--- src/rtl/array_check_pkg.sv ---
// Package shared by the array order checker.
// Holds the controller state encoding and the bit positions inside the 2-bit mode field.
package array_check_pkg;

   typedef enum logic [1:0] {
      IDLE,
      PRIME,
      SCAN,
      DONE
   } state_t;

   localparam int unsigned MODE_DESC_BIT   = 0;
   localparam int unsigned MODE_STRICT_BIT = 1;

endpackage

--- src/rtl/order_compare.sv ---
// Combinational pair comparator for the array order checker.
// Flags whether the pair (prev, cur) violates the selected ordering.
// Ports:
//   prev     - earlier element of the pair
//   cur      - later element of the pair
//   mode     - bit MODE_DESC_BIT = descending, bit MODE_STRICT_BIT = strict
//   inverted - 1 when the pair is out of order
// Parameters: DATA_W element width, SIGNED = 1 compares as two's complement.
module order_compare
   import array_check_pkg::*;
#(
   parameter int unsigned DATA_W = 32,
   parameter int unsigned SIGNED = 0
) (
   input  logic [DATA_W-1:0] prev,
   input  logic [DATA_W-1:0] cur,
   input  logic [1:0]        mode,
   output logic              inverted
);

   logic gt;
   logic eq;
   logic lt;
   logic desc;
   logic strict;

   always_comb begin
      if (SIGNED != 0) begin
         gt = $signed(prev) > $signed(cur);
      end else begin
         gt = prev > cur;
      end
      eq     = (prev == cur);
      lt     = !gt && !eq;
      desc   = mode[MODE_DESC_BIT];
      strict = mode[MODE_STRICT_BIT];
      // Strict orderings also reject equal neighbours.
      if (desc) begin
         inverted = lt || (strict && eq);
      end else begin
         inverted = gt || (strict && eq);
      end
   end

endmodule

--- src/rtl/array_order_check.sv ---
// Array order checker: controller plus streaming datapath.
// Scans `length` words from a synchronous-read memory starting at `base_addr` and checks each
// adjacent pair against the ordering selected by `mode`.
// Ports:
//   clock, reset         - posedge clock, asynchronous active-low reset
//   go                   - start request, accepted only in IDLE or DONE
//   base_addr/length/mode- scan setup, latched on an accepted go
//   mem_addr, rd_data    - memory read port, data returns one cycle after the address
//   busy                 - high in PRIME and SCAN
//   done, sorted         - verdict, sticky until the next go
//   inv_index            - index of the second element of the first inverted pair (0 if sorted)
//   inv_count            - number of inverted pairs (only with ARRAY_ORDER_COUNT_EN)
// Optional feature macro: ARRAY_ORDER_COUNT_EN (full scan with inversion counting).
module array_order_check
   import array_check_pkg::*;
#(
   parameter int unsigned DATA_W = 32,
   parameter int unsigned ADDR_W = 10,
   parameter int unsigned LEN_W  = 11,
   parameter int unsigned SIGNED = 0
) (
   input  logic              clock,
   input  logic              reset,
   input  logic              go,
   input  logic [ADDR_W-1:0] base_addr,
   input  logic [LEN_W-1:0]  length,
   input  logic [1:0]        mode,
   output logic [ADDR_W-1:0] mem_addr,
   input  logic [DATA_W-1:0] rd_data,
   output logic              busy,
   output logic              done,
   output logic              sorted,
   output logic [LEN_W-1:0]  inv_index
`ifdef ARRAY_ORDER_COUNT_EN
   ,
   output logic [LEN_W-1:0]  inv_count
`endif
);

   localparam logic [ADDR_W-1:0] AddrOne = 1;
   localparam logic [LEN_W-1:0]  LenOne  = 1;
   localparam logic [LEN_W-1:0]  LenTwo  = 2;

   state_t              state_q, state_d;
   logic [ADDR_W-1:0]   base_q, base_d;
   logic [LEN_W-1:0]    len_q, len_d;
   logic [1:0]          mode_q, mode_d;
   logic [DATA_W-1:0]   prev_q, prev_d;
   logic [LEN_W-1:0]    idx_q, idx_d;
   logic                sorted_q, sorted_d;
   logic [LEN_W-1:0]    inv_index_q, inv_index_d;
   logic [ADDR_W-1:0]   addr_q, addr_d;
   logic                inverted;
   logic                last_pair;
`ifdef ARRAY_ORDER_COUNT_EN
   logic [LEN_W-1:0]    count_q, count_d;
`endif

   order_compare #(
      .DATA_W (DATA_W),
      .SIGNED (SIGNED)
   ) u_compare (
      .prev     (prev_q),
      .cur      (rd_data),
      .mode     (mode_q),
      .inverted (inverted)
   );

   assign last_pair = (idx_q == len_q - LenOne);

   always_comb begin
      state_d     = state_q;
      base_d      = base_q;
      len_d       = len_q;
      mode_d      = mode_q;
      prev_d      = prev_q;
      idx_d       = idx_q;
      sorted_d    = sorted_q;
      inv_index_d = inv_index_q;
      addr_d      = addr_q;
`ifdef ARRAY_ORDER_COUNT_EN
      count_d     = count_q;
`endif
      unique case (state_q)
         IDLE, DONE: begin
            if (go) begin
               base_d      = base_addr;
               len_d       = length;
               mode_d      = mode;
               addr_d      = base_addr;
               idx_d       = '0;
               sorted_d    = 1'b0;
               inv_index_d = '0;
`ifdef ARRAY_ORDER_COUNT_EN
               count_d     = '0;
`endif
               if (length < LenTwo) begin
                  state_d  = DONE;
                  sorted_d = 1'b1;
               end else begin
                  state_d  = PRIME;
               end
            end
         end
         PRIME: begin
            // rd_data holds element 0 here.
            prev_d  = rd_data;
            idx_d   = LenOne;
            addr_d  = base_q + AddrOne;
            state_d = SCAN;
         end
         SCAN: begin
            prev_d = rd_data;
            idx_d  = idx_q + LenOne;
            // Address wraps modulo 2^ADDR_W; the read past the last element is ignored.
            addr_d = base_q + idx_q[ADDR_W-1:0] + AddrOne;
`ifdef ARRAY_ORDER_COUNT_EN
            if (inverted) begin
               count_d = count_q + LenOne;
               if (count_q == '0) begin
                  inv_index_d = idx_q;
               end
            end
            if (last_pair) begin
               state_d  = DONE;
               sorted_d = (count_d == '0);
            end
`else
            if (inverted) begin
               state_d     = DONE;
               sorted_d    = 1'b0;
               inv_index_d = idx_q;
            end else if (last_pair) begin
               state_d     = DONE;
               sorted_d    = 1'b1;
               inv_index_d = '0;
            end
`endif
         end
         default: state_d = IDLE;
      endcase
   end

   always_ff @(posedge clock or negedge reset) begin
      if (!reset) begin
         state_q     <= IDLE;
         base_q      <= '0;
         len_q       <= '0;
         mode_q      <= '0;
         prev_q      <= '0;
         idx_q       <= '0;
         sorted_q    <= 1'b0;
         inv_index_q <= '0;
         addr_q      <= '0;
`ifdef ARRAY_ORDER_COUNT_EN
         count_q     <= '0;
`endif
      end else begin
         state_q     <= state_d;
         base_q      <= base_d;
         len_q       <= len_d;
         mode_q      <= mode_d;
         prev_q      <= prev_d;
         idx_q       <= idx_d;
         sorted_q    <= sorted_d;
         inv_index_q <= inv_index_d;
         addr_q      <= addr_d;
`ifdef ARRAY_ORDER_COUNT_EN
         count_q     <= count_d;
`endif
      end
   end

   // The address for the current cycle is presented combinationally (base on an accepted go).
   assign mem_addr  = addr_d;
   assign busy      = (state_q == PRIME) || (state_q == SCAN);
   assign done      = (state_q == DONE);
   assign sorted    = sorted_q;
   assign inv_index = inv_index_q;
`ifdef ARRAY_ORDER_COUNT_EN
   assign inv_count = count_q;
`endif

endmodule

--- config.mk ---
export PLATFORM = sky130hd
export DESIGN_NAME = array_order_check
export DESIGN_NICKNAME = d
export VERILOG_FILES = /design/src/rtl/array_check_pkg.sv /design/src/rtl/order_compare.sv /design/src/rtl/array_order_check.sv
export SDC_FILE = /design/constraint.sdc
export NUM_CORES = 1
export LEC_CHECK = 0
export BUFFER_PORTS_ARGS = -buffer_cell sky130_fd_sc_hd__buf_4
export CORE_MARGIN = 10
export CORE_UTILIZATION = 30
export DETAILED_ROUTE_END_ITERATION = 6
export PLACE_DENSITY = 0.58
export SLEW_MARGIN = 0
export SYNTH_ARGS = -nofsm -noshare
export SYNTH_HDL_FRONTEND = slang
export SYNTH_SLANG_ARGS = --single-unit
--- constraint.sdc ---
create_clock -name clock -period 4.7 [get_ports clock]
set_input_delay 0.94 -clock clock [delete_from_list [all_inputs] [get_ports clock]]
set_output_delay 0.94 -clock clock [all_outputs]
set_load 0.005 [all_outputs]
==> results of run 1 <==
## flip-flops by register name, indices dropped and copies added (netlist names)
| name | flops |
|---|---|
| prev_q | 32 |
| idx_q | 11 |
| inv_index | 11 |
| len_q | 11 |
| addr_q | 10 |
| base_q | 10 |
| mode_q | 2 |
| state_q | 2 |
| sorted | 1 |
## cells in the mapped netlist, drive strengths merged, types with 2 or more instances
cell / n
and3: 7
a211oi: 5
a221oi: 7
ha: 48
nand3: 18
clkbuf: 17
nor2b: 5
mux2i: 8
o211ai: 3
or3: 6
nor2: 20
a22o: 12
nand2b: 2
dfrtp: 90
a21oi: 29
xnor2: 15
mux2: 20
o31ai: 3
nand2: 59
or4: 3
a31o: 3
nor3: 6
nand4: 12
o221ai: 2
o311a: 2
o21ai: 63
buf: 8
nor4: 6
a21o: 5
inv: 52
xor2: 11
a2111oi: 3
a31oi: 9
## worst register-to-register path, stage by stage, from the launching register on
cell      delay [ps]
dfrtp_1          380
ha_1             320
nand4_1          170
or4_1            620
nand2b_1         190
and2_0           190
a221oi_2         290
nand2_1          120
nor2_1           610
a22o_1           250
## report_power, final
part           leakage [nW]  switching [mW]  total (mW)  internal (mW)
sequential             1.12           0.266        1.36           1.09
combinational          1.83            1.04        1.87          0.836
clock                 0.143           0.314       0.742          0.428
## final cells by class
class / instances / area [µm²] / area share, %
clock inverter: 4 / 51.3 / 0.782
multi-input combinational: 405 / 2890 / 44.0
inverter: 52 / 195 / 2.98
sequential: 90 / 2250 / 34.4
tap: 229 / 287 / 4.37
timing repair buffer: 85 / 638 / 9.73
clock buffer: 12 / 246 / 3.76
## cells in the final DEF (no fill, tap or decap), drive strengths merged, types with 15 or more instances in the layout
master and n:
dfrtp 90, buf 85, o21ai 63, nand2 59, inv 52, ha 48
a21oi 29, nor2 20, mux2 20, nand3 18, xnor2 15
## stage by stage
stage	worst slack, ps	utilization [%]	hold slack (ps)
detailed placement	814	35.0	481
CTS	798	36.6	498
global route	510	36.6	510
global placement	849	35.0	475
floorplan	1510	-	457
finish	840	36.6	492
## cells by family (layout without fill, tap and decap cells)
| kind of cell | count (synthesis) | count (layout) |
|---|---|---|
| simple gates | 149 | 149 |
| flops | 90 | 90 |
| xor+xnor | 26 | 26 |
| buf+inv | 77 | 153 |
| compound gates | 153 | 153 |
| fa+ha+maj | 49 | 49 |
| mux | 28 | 28 |
## layer usage
metal  part of all wire (%)  up-vias  wire, µm  track usage [%]
met5                      0        -         0                0
met4                    1.5        0       197             3.51
met3                    3.5       11       470             2.70
met2                     47       76      6290             18.3
met1                     48     2021      6540             15.1
li1                       -     2189         -                -
## worst max path at each step
| stage | endpoint | startpoint | cells past startpoint | slack, ps |
|---|---|---|---|---|
| 2_1_floorplan | inv_index[10] | rd_data[30] | 11 | 1510 |
| 3_3_place_gp | inv_index[10] | rd_data[30] | 11 | 850 |
| 3_5_place_dp | inv_index[7] | rd_data[30] | 11 | 810 |
| 4_1_cts | mem_addr[6] | idx_q[0] | 11 | 800 |
| 5_1_grt | mem_addr[6] | idx_q[0] | 11 | 510 |
| 6_report | mem_addr[6] | idx_q[0] | 11 | 840 |
==> out/metrics.cfg, run 1 <==
[clocking]
cts_setup_buffers=0
clock_latency_ps=350
ctsHoldBuffers=0
htreeDepth=3
clock_path_buffers=2
cts_root_buf=clkbuf_16
cts.repair.resized=0
clk_pin_slew_ps=70
clock_sinks=90
tritoncts=built
cts_buffers=9

[power]
pwr_density_cell_nw_per_um2=606
vdd_ir_drop_max_uv=284
p_leak_nw=3.10
power_mw=3.97

[synthesis]
ys_seq_area_share_pct=41.3
synthesis.nets=679
post_synth_xor_area_fraction_pct=4.17
synth_edf_count=0
synthCells=572
ys_seq_elements=90
yosys.area.top_type=dfrtp_1
synthTopCellsByArea=dfrtp_1, ha_1, o21ai_0
ys.flop_type=dfrtp_1
synth_adder_area_share_pct=11.4
async_flop_share_pct=100
ys_warn_count=0
synthDistinctLibCells=58
synth-simple-area-share_pct=13.4
syn-cell-area_um2=5460
synth_compound_area_share_pct=18.3
synth_top_area_share_pct=41.3
synth_top_family_by_area=compound AO/OA/AOI/OAI gates
syn_area_per_cell_um2=9.54
synth_mux_area_share_pct=5.60

[route]
drc=0
ant_nets=0
firstDrtPassIters=4
via_per_inst=4.90
drt_iter0_drc=273
wl_per_cell_um=15.4
drt_wl_total_um=13500
via_count=4297

[worst_setup_path]
r2r-end=inv_index[3]
critPathMaxStageDelay_ps=540
cp_cell_sequence=inv_1 -> ha_1 -> fa_1 -> o21ai_0 -> a21oi_1 -> o21bai_1 -> a21o_1 -> xor2_1 -> a221oi_1 -> a21oi_1 -> buf_4
arrival_ps=2920
crit_path_end_kind=primary output
worstSetupPathType=reg -> out
cp_slowest_cell=dfrtp_1
reg2reg_depth=9
critPathMaxFanout=7
start_kind=flip-flop
crit_top_cell=a21oi_1
reg2reg_setup_slack_ps=1500
critical-path-top-delay-family=compound AO/OA/AOI/OAI gates
reg2reg_from=prev_q[30]
path_buf_inv=2
required_ps=3760

[flow_run]
drv_cap=0

[finish]
num-nets-final=750
num_antenna_cells=0
synthToLayoutAreaGrowth_pct=20.2
finalNonFillerCells=877
fin_area_um2=6560
fill_cells=1849
drive_gt1_share_pct=20.2

[timing]
worst_pin_slew_ps=835
hold_viol_final=0
setup_tns_ps=0
layout_min_cycle_time_ps=3860
clock_skew_ps=11.1
slew_headroom_pct=44.4
fmax_mhz=259
drv_slew=0
rsz0062_at_grt=no
setup_violations=0
period_share_pct=82.1

[placed_design]
place.detailed.hpwl_um=10100
dpl_cell_area_um2=6260
place_congestion=0.822
dp_cells=861
io_buffers=81

[die]
num_rows=49
core_um2=17900
die_w_um=155
initial_core_util_pct=30.5
chipHeight_um=155
die_area_um2=24000
io_pins=82

[grt]
grt_overflow=0
grt_pass1_wl_um=22500
grt_max_degree=82
antenna_found_initial=0
grt_usage_pct=11.5
grt_pass1_vias=4310

[hold_path]
min_to=prev_q[20]
hold_depth=2
hp-class=reg -> reg
hold_start=prev_q[20]

[status]
status=finished, final reports clean

No activity file was read; power rests on OpenSTA's default activity.
==> inputs of run 2 (changes only) <==
--- a/config.mk
+++ b/config.mk
@@ -5,11 +5,12 @@
 export SDC_FILE = /design/constraint.sdc
 export NUM_CORES = 1
 export LEC_CHECK = 0
+export ABC_AREA = 1
 export BUFFER_PORTS_ARGS = -buffer_cell sky130_fd_sc_hd__buf_4
 export CORE_MARGIN = 10
 export CORE_UTILIZATION = 30
 export DETAILED_ROUTE_END_ITERATION = 6
-export PLACE_DENSITY = 0.58
+export PLACE_DENSITY = 0.6
 export SLEW_MARGIN = 0
 export SYNTH_ARGS = -nofsm -noshare
 export SYNTH_HDL_FRONTEND = slang
==> constraint.sdc (replaced) <==
create_clock -name clock -period 3.5 [get_ports clock]
set_input_delay 0.7 -clock clock [delete_from_list [all_inputs] [get_ports clock]]
set_output_delay 0.7 -clock clock [all_outputs]
set_load 0.005 [all_outputs]
==> run 2 against run 1 <==
Non-clock buffer count rose by 4. Count of clock-buffer cells in the layout fell by 2. Via count rose by 15%. First-iteration DRC count rose by 26%. Sequential power rose by 28%. Sequential share of layout area fell by 1.5 points.
==> out/metrics.cfg, run 2 <==
[power]
vdd_ir_drop_max_uv=320  ; +13%
p_leak_nw=3.52  ; +13%
pwr_density_cell_nw_per_um2=809  ; +34%

[placed_design]
dp_slack_ps=617  ; -198 ps
place_congestion=0.892  ; +8.5%
io_buffers=81  ; unchanged
place.detailed.hpwl_um=11200  ; +11%

[finish]
num_antenna_cells=0  ; unchanged
final_cell_mix=nand2_1, inv_1, dfrtp_1
final_common_cell=nand2_1
largest_reg_flops=32  ; unchanged
top_register=prev_q
drive_gt1_share_pct=16.4  ; -3.8 points
num-nets-final=924  ; +23%
synthToLayoutAreaGrowth_pct=20.5

[synthesis]
synthTopCellsByArea=dfrtp_1, nand2_1, ha_1
ys.flop_type=dfrtp_1
async_flop_share_pct=100  ; unchanged
syn-cell-area_um2=5690  ; +4.3%
synthesis.nets=845  ; +24%
synth_edf_count=0  ; unchanged
ys_seq_elements=90  ; unchanged
ys_seq_area_share_pct=39.6  ; -1.7 points
yosys.area.top_type=dfrtp_1
synth.most_common_cell=nand2_1
synth_top_area_share_pct=39.6  ; -1.7 points
syn_area_per_cell_um2=7.71  ; -19%
ys_warn_count=0  ; unchanged
synthTopCellsByCount=nand2_1, inv_1, dfrtp_1
synthCells=738  ; +29%
synthDistinctLibCells=45  ; -22%

[hold_path]
hp-class=in -> async

[route]
ant_nets=0  ; unchanged
firstDrtPassIters=4  ; unchanged
drt_wl_total_um=14700  ; +8.8%
drc=0  ; unchanged
drt_iter0_drc=345  ; +26%
via_count=4924  ; +15%
via_per_inst=4.66  ; -4.8%
wl_per_cell_um=13.9  ; -9.6%

[grt]
grt_pass1_wl_um=24100  ; +7.1%
grt_usage_pct=12.1  ; +0.61 points
grt_overflow=0  ; unchanged
antenna_found_initial=0  ; unchanged
grt_max_degree=63  ; -23%
grt_pass1_vias=4837  ; +12%

[worst_setup_path]
reg2reg_depth=13  ; +4
crit_start=idx_q[0]
reg2reg_from=len_q[0]
reg2reg_setup_slack_ps=1240  ; -260 ps
r2r-end=inv_index[10]
worstSetupPathType=reg -> out
start_kind=flip-flop
crit_path_end_kind=primary output
required_ps=2800  ; -960 ps
arrival_ps=2580  ; -340 ps
critPathMaxFanout=5  ; -2

[die]
num_rows=50  ; +2.0%
io_pins=82  ; unchanged
die_w_um=158  ; +1.8%
die_area_um2=24900  ; +3.7%
core_um2=18700  ; +4.5%
chipHeight_um=158  ; +1.8%
initial_core_util_pct=30.4  ; -0.064 points

[status]
status=finished, final reports clean

[timing]
clock_skew_ps=13.4  ; +2.30 ps
fmax_mhz=305
layout_min_cycle_time_ps=3280
period_share_pct=93.7
worst_pin_slew_ps=684  ; -151 ps
rsz0062_at_grt=no
slew_headroom_pct=54.4  ; +10 points
drv_slew=0  ; unchanged
setup_tns_ps=0  ; unchanged
setup_violations=0  ; unchanged
hold_viol_final=0  ; unchanged
layout_setup_ws_ps=220  ; -621 ps

[clocking]
clock_latency_ps=360  ; about the same
clock_path_buffers=2  ; unchanged
clk_pin_slew_ps=70  ; about the same
cts_buffers=9  ; unchanged
clock_sinks=90  ; unchanged
cts_setup_buffers=0  ; unchanged
ctsHoldBuffers=0  ; unchanged
cts_root_buf=clkbuf_16
tritoncts=built
htreeDepth=3  ; unchanged

[flow_run]
drv_cap=0  ; unchanged

-- run 2: cell count changes in the layout (fill, tap and decap cells not counted), sizes merged, moves of 8 or more --
cell	previous run	this run
a22o	12	0
a31oi	9	1
inv	52	95
mux2	20	0
mux2i	8	0
nand2	59	229
nand3	18	46
nor2	20	59
xnor2	15	1
-- run 2: cell families after synthesis --
group,count (synthesis),synth area share (%)
AND/OR/NAND/NOR,354,27.3
AO/OA/AOI/OAI,116,11.5
buffers and inverters,115,8.03
flip-flops,90,39.6
adder cells (fa/ha/maj),49,10.9
XOR/XNOR,14,2.64
-- run 2: worst max path at each step --
stage	end	slack (ps)	depth (start not counted)
after floorplan	mem_addr[6]	970	13
after global placement	mem_addr[6]	680	14
after detailed placement	mem_addr[6]	620	14
after CTS	mem_addr[6]	230	14
after global routing	mem_addr[7]	10	13
final	mem_addr[6]	220	14
-- run 2: final cells by class --
type	count	area (µm²)
Clock inverter	6	50.0
Inverter	94	353
Timing Repair Buffer	89	681
Multi-Input combinational cell	533	2990
Tap cell	234	293
Clock buffer	10	239
Fill cell	1965	11900
Sequential cell	90	2250
-- run 2: what timing repair did --
action / CTS / global route
endpoints found under the hold margin: 0 / 0
setup endpoints to repair: 0 / 1
gates resized for setup: 0 / 1
-- run 2: power breakdown --
part | total [mW] | switching, mW | internal (mW)
logic | 2.85 | 1.78 | 1.07
registers | 1.74 | 0.282 | 1.46
clock network | 0.959 | 0.450 | 0.509
-- run 2: through the flow --
| step | instance area [µm²] | std cells | hold WS [ps] | power (mW) | util (%) |
|---|---|---|---|---|---|
| floorplan | 5690 | 738 | 404 | 3.77 | - |
| global placement | 6560 | 1040 | 461 | 4.59 | 35.1 |
| detailed placement | 6560 | 1040 | 464 | 4.64 | 35.1 |
| CTS | 6850 | 1056 | 409 | 5.62 | 36.6 |
| global route | 6860 | 1056 | 447 | 6.15 | 36.6 |
| finish | 6860 | 1056 | 386 | 5.55 | 36.6 |
-- run 2: worst max-delay path, stage by stage, from the launching register on --
cell and delay [ps]:
dfrtp_1 400, inv_1 110, ha_1 220, fa_1 370, inv_1 120, a31oi_2 140, inv_1 80, nand2_1 60
nand2_1 60, a21oi_1 70, xor2_1 150, o21ai_0 140, nand2_1 70, nand3_1 110, buf_4 120
-- run 2: metal layers --
| metal | vias up | global-route usage, % | wire [µm] | part of all wire, % |
|---|---|---|---|---|
| li1 | 2561 | - | - | - |
| met1 | 2277 | 16.4 | 7150 | 49 |
| met2 | 74 | 18.9 | 6700 | 46 |
| met3 | 12 | 2.28 | 637 | 4.3 |
| met4 | 0 | 4.32 | 210 | 1.4 |
| met5 | - | 0 | 0 | 0 |
